===== src/rtl/fnd_pkg.sv =====
// Shared types and constants for the 4-digit FND scan controller.
package fnd_pkg;

  localparam int unsigned FND_DIGITS = 4;
  localparam int unsigned BIN_W      = 14;
  localparam int unsigned BCD_W      = 16;
  localparam int unsigned FND_MAX    = 9999;

  typedef enum logic [1:0] {
    IDLE,
    SHIFT,
    COMMIT
  } conv_state_e;

  // Double-dabble pre-shift correction: add 3 to every nibble that is 5 or more.
  function automatic logic [BCD_W-1:0] dabble_adjust(input logic [BCD_W-1:0] bcd);
    logic [BCD_W-1:0] res;
    res = bcd;
    for (int i = 0; i < int'(FND_DIGITS); i++) begin
      if (bcd[4*i +: 4] >= 4'd5) res[4*i +: 4] = bcd[4*i +: 4] + 4'd3;
    end
    return res;
  endfunction

endpackage


===== src/rtl/fnd_scan_controller_if.sv =====
// Value/load/enable inputs and digit-drive outputs of the FND scan controller.
interface fnd_scan_controller_if;
  import fnd_pkg::*;

  logic [BIN_W-1:0] i_value;
  logic             i_load;
  logic             i_En;
  logic [1:0]       o_DigitSelect;
  logic [3:0]       o_value;
  logic             o_En;
  logic             o_busy;
  logic             o_ovf;

  modport master (
    output i_value, i_load, i_En,
    input  o_DigitSelect, o_value, o_En, o_busy, o_ovf
  );

  modport slave (
    input  i_value, i_load, i_En,
    output o_DigitSelect, o_value, o_En, o_busy, o_ovf
  );
endinterface


===== src/rtl/fnd_scan_controller_bin2bcd_seq.sv =====
// Sequential double-dabble converter: one bit per cycle, 14 shift cycles then one
// COMMIT cycle during which done is high and bcd holds the final result.
module bin2bcd_seq
  import fnd_pkg::*;
(
  input  logic             clk,
  input  logic             rst_n,
  input  logic             start,
  input  logic [BIN_W-1:0] bin,
  output logic             busy,
  output logic             done,
  output logic [BCD_W-1:0] bcd
);

  conv_state_e      state_q, state_d;
  logic [BIN_W-1:0] bin_q;
  logic [BCD_W-1:0] bcd_q;
  logic [3:0]       cnt_q;
  logic [BCD_W-1:0] bcd_adj;

  assign bcd_adj = dabble_adjust(bcd_q);

  // State register.
  always_ff @(posedge clk or negedge rst_n) begin
    if (!rst_n) state_q <= IDLE;
    else        state_q <= state_d;
  end

  // Next-state logic.
  always_comb begin
    state_d = state_q;
    unique case (state_q)
      IDLE:    if (start) state_d = SHIFT;
      SHIFT:   if (cnt_q == 4'(BIN_W - 1)) state_d = COMMIT;
      COMMIT:  state_d = IDLE;
      default: state_d = IDLE;
    endcase
  end

  // Shift datapath: capture on start, then adjust-and-shift once per SHIFT cycle.
  always_ff @(posedge clk or negedge rst_n) begin
    if (!rst_n) begin
      bin_q <= '0;
      bcd_q <= '0;
      cnt_q <= '0;
    end else if (state_q == IDLE && start) begin
      bin_q <= bin;
      bcd_q <= '0;
      cnt_q <= '0;
    end else if (state_q == SHIFT) begin
      bcd_q <= {bcd_adj[BCD_W-2:0], bin_q[BIN_W-1]};
      bin_q <= {bin_q[BIN_W-2:0], 1'b0};
      cnt_q <= cnt_q + 4'd1;
    end
  end

  assign busy = (state_q != IDLE);
  assign done = (state_q == COMMIT);
  assign bcd  = bcd_q;

endmodule


===== src/rtl/fnd_scan_controller.sv =====
// 4-digit FND scan controller: clamps and converts a binary value to BCD, holds it in
// a display register and time-multiplexes the digits.
// Optional feature macro: LEADING_ZERO_BLANK_EN (blank digits above the most
// significant non-zero digit; digit 0 always shown).
module fnd_scan_controller
  import fnd_pkg::*;
#(
  parameter int unsigned SCAN_DIV = 100_000
) (
  input logic                  i_clk,
  input logic                  i_reset_n,
  fnd_scan_controller_if.slave bus
);

  localparam int unsigned DIV_W = $clog2(SCAN_DIV);

  logic             core_busy, core_done, accept;
  logic [BCD_W-1:0] core_bcd;
  logic [BIN_W-1:0] clamped;
  logic [BCD_W-1:0] display_q;
  logic [DIV_W-1:0] presc_q, presc_d;
  logic [1:0]       digit_q, digit_d;
  logic [3:0]       value_q;
  logic             en_q, ovf_q, digit_lit;

  assign accept  = bus.i_load & ~core_busy;
  assign clamped = (bus.i_value > BIN_W'(FND_MAX)) ? BIN_W'(FND_MAX) : bus.i_value;

  bin2bcd_seq u_bin2bcd (
    .clk   (i_clk),
    .rst_n (i_reset_n),
    .start (accept),
    .bin   (clamped),
    .busy  (core_busy),
    .done  (core_done),
    .bcd   (core_bcd)
  );

  // Overflow flag and display register; display only changes on COMMIT.
  always_ff @(posedge i_clk or negedge i_reset_n) begin
    if (!i_reset_n) begin
      ovf_q     <= 1'b0;
      display_q <= '0;
    end else begin
      if (accept)    ovf_q     <= (bus.i_value > BIN_W'(FND_MAX));
      if (core_done) display_q <= core_bcd;
    end
  end

  // Free-running prescaler and digit counter next state.
  always_comb begin
    presc_d = presc_q + DIV_W'(1);
    digit_d = digit_q;
    if (presc_q == DIV_W'(SCAN_DIV - 1)) begin
      presc_d = '0;
      digit_d = digit_q + 2'd1;
    end
  end

`ifdef LEADING_ZERO_BLANK_EN
  // Lit if this is digit 0 or any nibble at or above it is non-zero.
  assign digit_lit = (digit_d == 2'd0) || (|(display_q >> {digit_d, 2'b00}));
`else
  assign digit_lit = 1'b1;
`endif

  // Scan registers; value and enable use digit_d so they line up with o_DigitSelect.
  always_ff @(posedge i_clk or negedge i_reset_n) begin
    if (!i_reset_n) begin
      presc_q <= '0;
      digit_q <= '0;
      value_q <= '0;
      en_q    <= 1'b0;
    end else begin
      presc_q <= presc_d;
      digit_q <= digit_d;
      value_q <= display_q[{digit_d, 2'b00} +: 4];
      en_q    <= bus.i_En & digit_lit;
    end
  end

  assign bus.o_DigitSelect = digit_q;
  assign bus.o_value       = value_q;
  assign bus.o_En          = en_q;
  assign bus.o_busy        = core_busy;
  assign bus.o_ovf         = ovf_q;

endmodule


===== src/flat_wrapper.sv =====
// flat-port wrapper written by rule: the top's interface ports become plain ports
module fnd_scan_controller_flat import fnd_pkg::*;
#(
  parameter int unsigned SCAN_DIV = 100_000
)
  (i_clk, i_reset_n, bus_i_value, bus_i_load, bus_i_En, bus_o_DigitSelect, bus_o_value, bus_o_En, bus_o_busy, bus_o_ovf);
  fnd_scan_controller_if bus_i ();
  input logic i_clk;
  input logic i_reset_n;
  input wire logic [$bits(bus_i.i_value)-1:0] bus_i_value;
  input wire logic [$bits(bus_i.i_load)-1:0] bus_i_load;
  input wire logic [$bits(bus_i.i_En)-1:0] bus_i_En;
  output wire logic [$bits(bus_i.o_DigitSelect)-1:0] bus_o_DigitSelect;
  output wire logic [$bits(bus_i.o_value)-1:0] bus_o_value;
  output wire logic [$bits(bus_i.o_En)-1:0] bus_o_En;
  output wire logic [$bits(bus_i.o_busy)-1:0] bus_o_busy;
  output wire logic [$bits(bus_i.o_ovf)-1:0] bus_o_ovf;
  assign bus_i.i_value = bus_i_value;
  assign bus_i.i_load = bus_i_load;
  assign bus_i.i_En = bus_i_En;
  assign bus_o_DigitSelect = bus_i.o_DigitSelect;
  assign bus_o_value = bus_i.o_value;
  assign bus_o_En = bus_i.o_En;
  assign bus_o_busy = bus_i.o_busy;
  assign bus_o_ovf = bus_i.o_ovf;
  fnd_scan_controller #(.SCAN_DIV(SCAN_DIV)) u_core (.i_clk(i_clk), .i_reset_n(i_reset_n), .bus(bus_i));
endmodule

===== config.mk =====
export PLATFORM = sky130hd
export DESIGN_NAME = fnd_scan_controller_flat
export DESIGN_NICKNAME = d
export VERILOG_FILES = /design/src/rtl/fnd_pkg.sv /design/src/rtl/fnd_scan_controller_if.sv /design/src/rtl/fnd_scan_controller_bin2bcd_seq.sv /design/src/rtl/fnd_scan_controller.sv /design/src/flat_wrapper.sv
export SDC_FILE = /design/constraint.sdc
export NUM_CORES = 1
export LEC_CHECK = 0
export CORE_MARGIN = 2
export CORE_UTILIZATION = 53
export CTS_CLUSTER_DIAMETER = 80
export DETAILED_ROUTE_END_ITERATION = 16
export GPL_TIMING_DRIVEN = 0
export PLACE_DENSITY = 0.76
export SYNTH_ARGS = -nofsm -noshare
export SYNTH_HDL_FRONTEND = slang
export SYNTH_SLANG_ARGS = --single-unit

===== constraint.sdc =====
create_clock -name i_clk -period 1.81 [get_ports i_clk]
set_input_delay 0.362 -clock i_clk [delete_from_list [all_inputs] [get_ports i_clk]]
set_output_delay 0.362 -clock i_clk [all_outputs]
set_load 0.01 [all_outputs]

==> impl_metrics.tcl, run 1 <==
set metrics [dict create \
    drc 0 \
    clkLatencyLatePin_ps 350 \
    num_antenna_cells 0 \
    layout.nets 451 \
    rsz0062_at_grt "yes" \
    synthArstFlopShare_pct 100 \
    cts_made_buffers 9 \
    ir_worst_vdd_uv 854 \
    syn-cell-area_um2 3720 \
    drtIter0Drc 223 \
    routed_wl_um 7710 \
    grt_pass1_wl_um 13200 \
    synth_area_per_cell_um2 9.99 \
    max_stage_delay_ps 550 \
    drv_cap 0 \
    setup_viol 5 \
    globalplace.congestion 0.793 \
    placed_area_um2 4130 \
    fin_area_um2 4540 \
    p_leak_uw 0.00201 \
    tritoncts "built" \
    cp_slowest_cell "or4b_4" \
    slew_violations 0 \
    vias 2895 \
    ctsHtreeMaxLevel 3 \
    end_kind "flip-flop" \
    grt_use_total_pct 22.2 \
    synthAdderAreaFrac_pct 3.69 \
    synth_compound_area_share_pct 11.7 \
    synth_seq_cells 77 \
    grt_max_degree 54 \
    io_buffer_count 26 \
    tightest_slew_ps 661 \
    ys_seq_area_share_pct 51.7 \
    post_drt_wl_per_cell_um 14.7 \
    synth_warnings 0 \
    synthCells 373 \
    initial_core_util_pct 54.8 \
    post-route-period-util_pct 102 \
    critical_path_peak_fanout 5 \
    die_h_um 87.8 \
    tns_ps -124 \
    clkSinkCount 77 \
    dp_hpwl_um 5240 \
    mostFrequentLayoutCell "dfrtp_1" \
    yosys.area_share.simple_pct 21.2 \
    max_clock_freq_mhz 539 \
    total_power_uw 6240 \
    cp_cell_sequence "or4b_4 > nor4_4 > buf_6 > buf_8 > mux2i_2 > o2111a_1" \
    violations "setup timing" \
    ctsRootBufferMaster "clkbuf_8" \
    hold_violations 0 \
    crit_path_start_kind "flip-flop" \
    drive_gt1_share_pct 13.3 \
    ant_nets 0 \
    synth_top_family_by_area "simple AND/OR/NAND/NOR gates" \
    synth_edf_count 0 \
    synth_nets 402 \
    rows 30 \
    hold_path_class "in2reg" \
    syn_to_final_growth_pct 21.8 \
    fin_crit_ps 1850 \
    mostFrequentLayoutCells "77 x dfrtp_1, 54 x nand2_1, 28 x nand3_1" \
    crit_buf_inv 2 \
    clk_pin_slew_ps 80 \
    num_io_pins 27 \
    synthMuxAreaShare_pct 3.59 \
    fin_ws_ps -43.7 \
    core_um2 6790 \
    critPathRequiredTime_ps 2100 \
    antenna_found_initial 0 \
    relSlewSlack_pct 55.8 \
    arrival_ps 2140 \
    via_per_inst 5.54 \
    ys_types 43 \
    fillerInstances 522 \
    overflow 0 \
    seq_area_um2 1930 \
    worstSetupPathType "reg2reg" \
    die_area_um2 7710 \
    detail_route.first_pass.iterations 4 \
    final_util_pct 66.8 \
    multiInputGateArea_um2 1770 \
    synth-main-ff-cell "dfrtp_1" \
    synthXorXnorAreaFrac_pct 4.94 \
    p_per_area_nw_per_um2 1380 \
    skew_ps 10.1 \
    grt_pass1_vias 2848 \
    outcome "complete, but fails checks" \
    chipWidth_um 87.8 \
    clk_path_buf_depth 2 \
    cp_top_family "simple AND/OR/NAND/NOR gates" \
]
-- state kept, by name, summed over array words and instances (netlist names), 2 cells and up --
| register | count |
|---|---|
| u_core.u_bin2bcd.cnt_q | 4 |
| u_core.bus.o_value | 4 |
| u_core.presc_q | 17 |
| u_core.u_bin2bcd.bin_q | 14 |
| u_core.u_bin2bcd.bcd | 16 |
| u_core.display_q | 16 |
| u_core.bus.o_DigitSelect | 2 |
| u_core.u_bin2bcd.state_q | 2 |
-- logic make-up (layout without fill, tap and decap cells) --
family	Yosys count	count (layout)
AND/OR/NAND/NOR	158	158
XOR/XNOR	21	21
AO/OA/AOI/OAI	64	64
multiplexers	13	13
flip-flops	77	77
adder cells (fa/ha/maj)	11	11
buffers and inverters	29	83
-- worst paths after layout --
kind	from	to	slack [ps]	cells after the start
setup / recovery	u_core.presc_q[8]$_DFF_PN0_	u_core.bus.o_value[3]$_DFF_PN0_	-40	6
hold / removal	bus_i_En	u_core.bus.o_En$_DFF_PN0_	450	1
setup reg to reg	u_core.presc_q[8]$_DFF_PN0_	u_core.bus.o_value[3]$_DFF_PN0_	-40	6
hold reg to reg	u_core.display_q[15]$_DFFE_PN0N_	u_core.display_q[15]$_DFFE_PN0N_	480	2
max in group asynchronous	i_reset_n	u_core.u_bin2bcd.bin_q[5]$_DFFE_PN0P_	790	3
min in group asynchronous	i_reset_n	u_core.presc_q[12]$_DFF_PN0_	470	2
-- timing repair --
item	in CTS	in global routing
endpoints found under the setup margin	26	37
pin swaps	4	4
buffers inserted	8	3
gates cloned	0	0
hold buffers	1	0
gates resized for setup	12	21
endpoints found under the hold margin	24	0
-- report_power, final --
| part | internal (uW) | total, uW | switching (uW) |
|---|---|---|---|
| clock | 669 | 1300 | 627 |
| sequential | 2300 | 2710 | 410 |
| combinational | 1020 | 2230 | 1220 |
-- synth_stat cells (2+ instances only) --
library cell | n | area, um2
a22oi_1 | 7 | 52.6
a21oi_1 | 7 | 35.0
o21ai_1 | 19 | 95.1
mux2_2 | 3 | 33.8
nor2_1 | 25 | 93.8
nand4bb_1 | 2 | 22.5
a221o_1 | 2 | 20.0
nand2_1 | 56 | 210
and3_1 | 2 | 12.5
nor3b_1 | 4 | 30.0
nand3b_1 | 8 | 60.1
o31ai_1 | 8 | 60.1
o22ai_1 | 4 | 25.0
a32o_1 | 4 | 40.0
o2111a_1 | 4 | 45.0
mux2i_1 | 10 | 100
ha_1 | 11 | 138
o21ai_0 | 5 | 25.0
nor2b_1 | 3 | 18.8
nand2b_1 | 8 | 50.1
xnor2_1 | 11 | 96.3
xor2_1 | 10 | 87.6
dfrtp_1 | 77 | 1930
nand3_1 | 28 | 140
or3_1 | 3 | 18.8
nor3_1 | 6 | 30.0
clkbuf_1 | 14 | 52.6
nand4_1 | 6 | 37.5
inv_1 | 12 | 45.0
-- worst reg2reg max path, cell delays in order (launching register included) --
cell      delay [ps]
dfrtp_1          380
or4b_4           550
nor4_4           150
buf_6            170
buf_8            130
mux2i_2          220
o2111a_1         200
-- metal layers --
metal  vias up  share of wire (%)  global-route usage, %
met1      1425                 48                   30.1
li1       1410                  -                      -
met5         -                  0                      0
met2        48                 48                   36.4
met3        12                3.1                   4.52
met4         0                1.3                   6.71
-- through the flow --
step,cells,hold WS (ps),worst slack [ps]
after floorplan,373,66.4,-13.5
after global placement,495,460,-2300
after detailed placement,496,295,-613
after CTS,521,429,-189
after global routing,523,449,-128
final,523,445,-43.7
-- area by class of cell --
class	instances	share of cell area (%)
well taps	96	2.65
repair buffers	39	8.66
inverters	12	0.993
flip-flops and latches	77	42.5
clock inverters	6	1.38
multi-input cells	267	39.0
clock buffers	10	3.03
plain buffers	16	1.82
Power figures use the tool's default switching activity.
==> run 2, diff against run 1 <==
--- a/config.mk
+++ b/config.mk
@@ -5,6 +5,7 @@
 export SDC_FILE = /design/constraint.sdc
 export NUM_CORES = 1
 export LEC_CHECK = 0
+export ABC_AREA = 1
 export CORE_MARGIN = 2
 export CORE_UTILIZATION = 53
 export CTS_CLUSTER_DIAMETER = 80
==> impl_metrics.tcl, run 2 <==
set metrics [dict create \
    grt_use_total_pct 20.4 \
    outcome "complete, no violations" \
    use_met2_pct 33.1 \
    grt_util_met3_pct 3.51 \
    skew_ps 14.6 \
    layout.nets 524 \
    post_drt_wl_per_cell_um 12.3 \
    routed_wl_um 7320 \
    drtIter0Drc 206 \
    critPathRequiredTime_ps 1450 \
    hold_start "bus_i_En" \
    clk_path_buf_depth 2 \
    hold_path_class "in2reg" \
    r2r-start "u_core.u_bin2bcd.state_q[1]$_DFFE_PN0P_" \
    cp_cell_sequence "nor2_2 > inv_1 > clkdlybuf4s50_1" \
    tritoncts "built" \
    ant_nets 0 \
    largest_reg_flops 17 \
    ys_types 35 \
    final_util_pct 65.2 \
    syn_to_final_growth_pct 17.6 \
    setup_viol 0 \
    synth_edf_count 0 \
    tightest_slew_ps 517 \
    cts_made_buffers 9 \
    core_um2 6910 \
    drive_gt1_share_pct 8.80 \
    num_antenna_cells 0 \
    reg2regPathDepth 6 \
    synth_area_leaders "dfrtp_1 50%, nand2_1 9.1%, o21ai_0 6.9%" \
    rsz0062_at_grt "no" \
    largest_register "u_core.presc_q" \
    io_buffer_count 26 \
    arrival_ps 1380 \
    ir_worst_vdd_uv 726 \
    ys_top_cells_by_count "93 x nand2_1, 77 x dfrtp_1, 65 x inv_1, 53 x o21ai_0, 33 x nor2_1" \
    crit_path_start_kind "flip-flop" \
    min_path_cells 1 \
    busiest_layer "met2" \
    synthCells 455 \
    yosysTopAreaCellShare_pct 50.3 \
    rows 30 \
    critical_path_peak_fanout 2 \
    antenna_found_initial 0 \
    max_clock_freq_mhz 573 \
    use_met1_pct 26.1 \
    cp_slowest_cell "clkdlybuf4s50_1" \
    overflow 0 \
    synth_warnings 0 \
    clkLatencyLatePin_ps 350 \
    ys_seq_area_share_pct 50.3 \
    fillerInstances 593 \
    die_h_um 89.0 \
    p_per_area_nw_per_um2 1390 \
    max_stage_delay_ps 470 \
    p_leak_uw 0.00225 \
    final_cells 596 \
    detail_route.first_pass.iterations 4 \
    initial_core_util_pct 55.5 \
    drv_cap 0 \
    grt_max_degree 50 \
    mostFrequentLayoutCell "nand2_1" \
    syn-cell-area_um2 3830 \
    globalplace.congestion 0.872 \
    synth_most_common_cell "nand2_1" \
    clkSinkCount 77 \
    synth-main-ff-cell "dfrtp_1" \
    via_per_inst 5.20 \
    slew_violations 0 \
    fin_crit_ps 1740 \
    grt_pass1_wl_um 12600 \
    hold_violations 0 \
    synth_nets 484 \
    synth_seq_cells 77 \
    crit_buf_inv 2 \
    vias 3097 \
    num_io_pins 27 \
    grt_pass1_vias 2968 \
    ctsRootBufferMaster "clkbuf_8" \
    relSlewSlack_pct 65.5 \
    ctsHtreeMaxLevel 3 \
    chipWidth_um 89.0 \
    rr_endpoint "u_core.u_bin2bcd.bcd[9]$_DFFE_PN0P_" \
    post-place-cells 578 \
    end_kind "primary output" \
    yosysTopAreaCell "dfrtp_1" \
    post-route-period-util_pct 96.4 \
    reg2reg_setup_slack_ps 170 \
    dp_hpwl_um 5300 \
    mostFrequentLayoutCells "93 x nand2_1, 76 x dfrtp_1, 65 x inv_1" \
    drc 0 \
    cp_top_family "buffers and inverters" \
    die_area_um2 7920 \
    synthArstFlopShare_pct 100 \
    clk_pin_slew_ps 80 \
    worstSetupPathType "reg2out" \
    worstHoldEndpoint "u_core.bus.o_En$_DFF_PN0_" \
    synth_area_per_cell_um2 8.42 \
]
-- run 2: worst max-delay path by stage --
stage	depth (start not counted)	to	from
final	3	bus_o_busy	u_core.u_bin2bcd.state_q[1]$_DFFE_PN0P_
after detailed placement	5	u_core.u_bin2bcd.bcd[9]$_DFFE_PN0P_	bus_i_load
after CTS	3	bus_o_busy	u_core.u_bin2bcd.state_q[1]$_DFFE_PN0P_
after global routing	3	bus_o_busy	u_core.u_bin2bcd.state_q[1]$_DFFE_PN0P_
after global placement	1	u_core.u_bin2bcd.bin_q[7]$_DFFE_PN0P_	i_reset_n
after floorplan	10	u_core.bus.o_value[0]$_DFF_PN0_	u_core.presc_q[0]$_DFF_PN0_
-- run 2: cell families (layout without fill, tap and decap cells) --
group | after synthesis | count (layout) | share of synthesized area, %
simple gates | 193 | 193 | 24.0
buf+inv | 80 | 125 | 8.07
fa+ha+maj | 11 | 11 | 3.59
compound gates | 86 | 86 | 12.2
xor+xnor | 8 | 8 | 1.83
flops | 77 | 77 | 50.3
-- run 2: where the power goes --
| part | internal [uW] | switching [uW] | total [uW] | leakage, uW |
|---|---|---|---|---|
| registers | 2290 | 337 | 2630 | 0.000966 |
| logic | 839 | 1250 | 2090 | 0.00116 |
| clock network | 922 | 644 | 1570 | 0.000120 |
-- run 2: area by class of cell --
class | instances | area [um2] | share of cell area (%)
Clock inverter | 7 | 124 | 2.75
Tap cell | 96 | 120 | 2.67
Clock buffer | 9 | 124 | 2.75
Buffer | 10 | 41.3 | 0.916
Multi-Input combinational cell | 298 | 1600 | 35.5
Inverter | 70 | 268 | 5.94
Sequential cell | 77 | 1930 | 42.8
Timing Repair Buffer | 29 | 303 | 6.72
-- run 2: what timing repair did --
item / in CTS / in global routing
resized for setup: 1 / 1
setup endpoints to repair: 1 / 2
buffers inserted: 0 / 1
hold endpoints to repair: 28 / 0
hold buffers: 1 / 0
-- run 2: through the flow --
| stage | power, uW | hold WS, ps | worst slack [ps] | TNS (ps) | instance area [um2] |
|---|---|---|---|---|---|
| floorplan | 4080 | 66.4 | 396 | 0 | 3830 |
| global placement | 4610 | 448 | -2260 | -173650 | 4210 |
| detailed placement | 4730 | 316 | 4.97 | 0 | 4240 |
| CTS | 6320 | 437 | 10.8 | 0 | 4500 |
| global route | 6780 | 435 | 13.7 | 0 | 4510 |
| finish | 6280 | 455 | 65.5 | 0 | 4510 |
-- run 2: worst reg2reg max path, delay by kind of cell, from the launching register on --
kind	cells	cell delay [ps]
buffers and inverters	3	610
DFF	1	400
and+or+nand+nor	2	330
AOI/OAI and AO/OA	1	160
-- run 2: per-layer routing --
layer / share of wire, % / vias up
met4: 2.0 / 0
met1: 48 / 1452
met5: 0 / -
met2: 47 / 67
li1: - / 1562
met3: 3.3 / 16
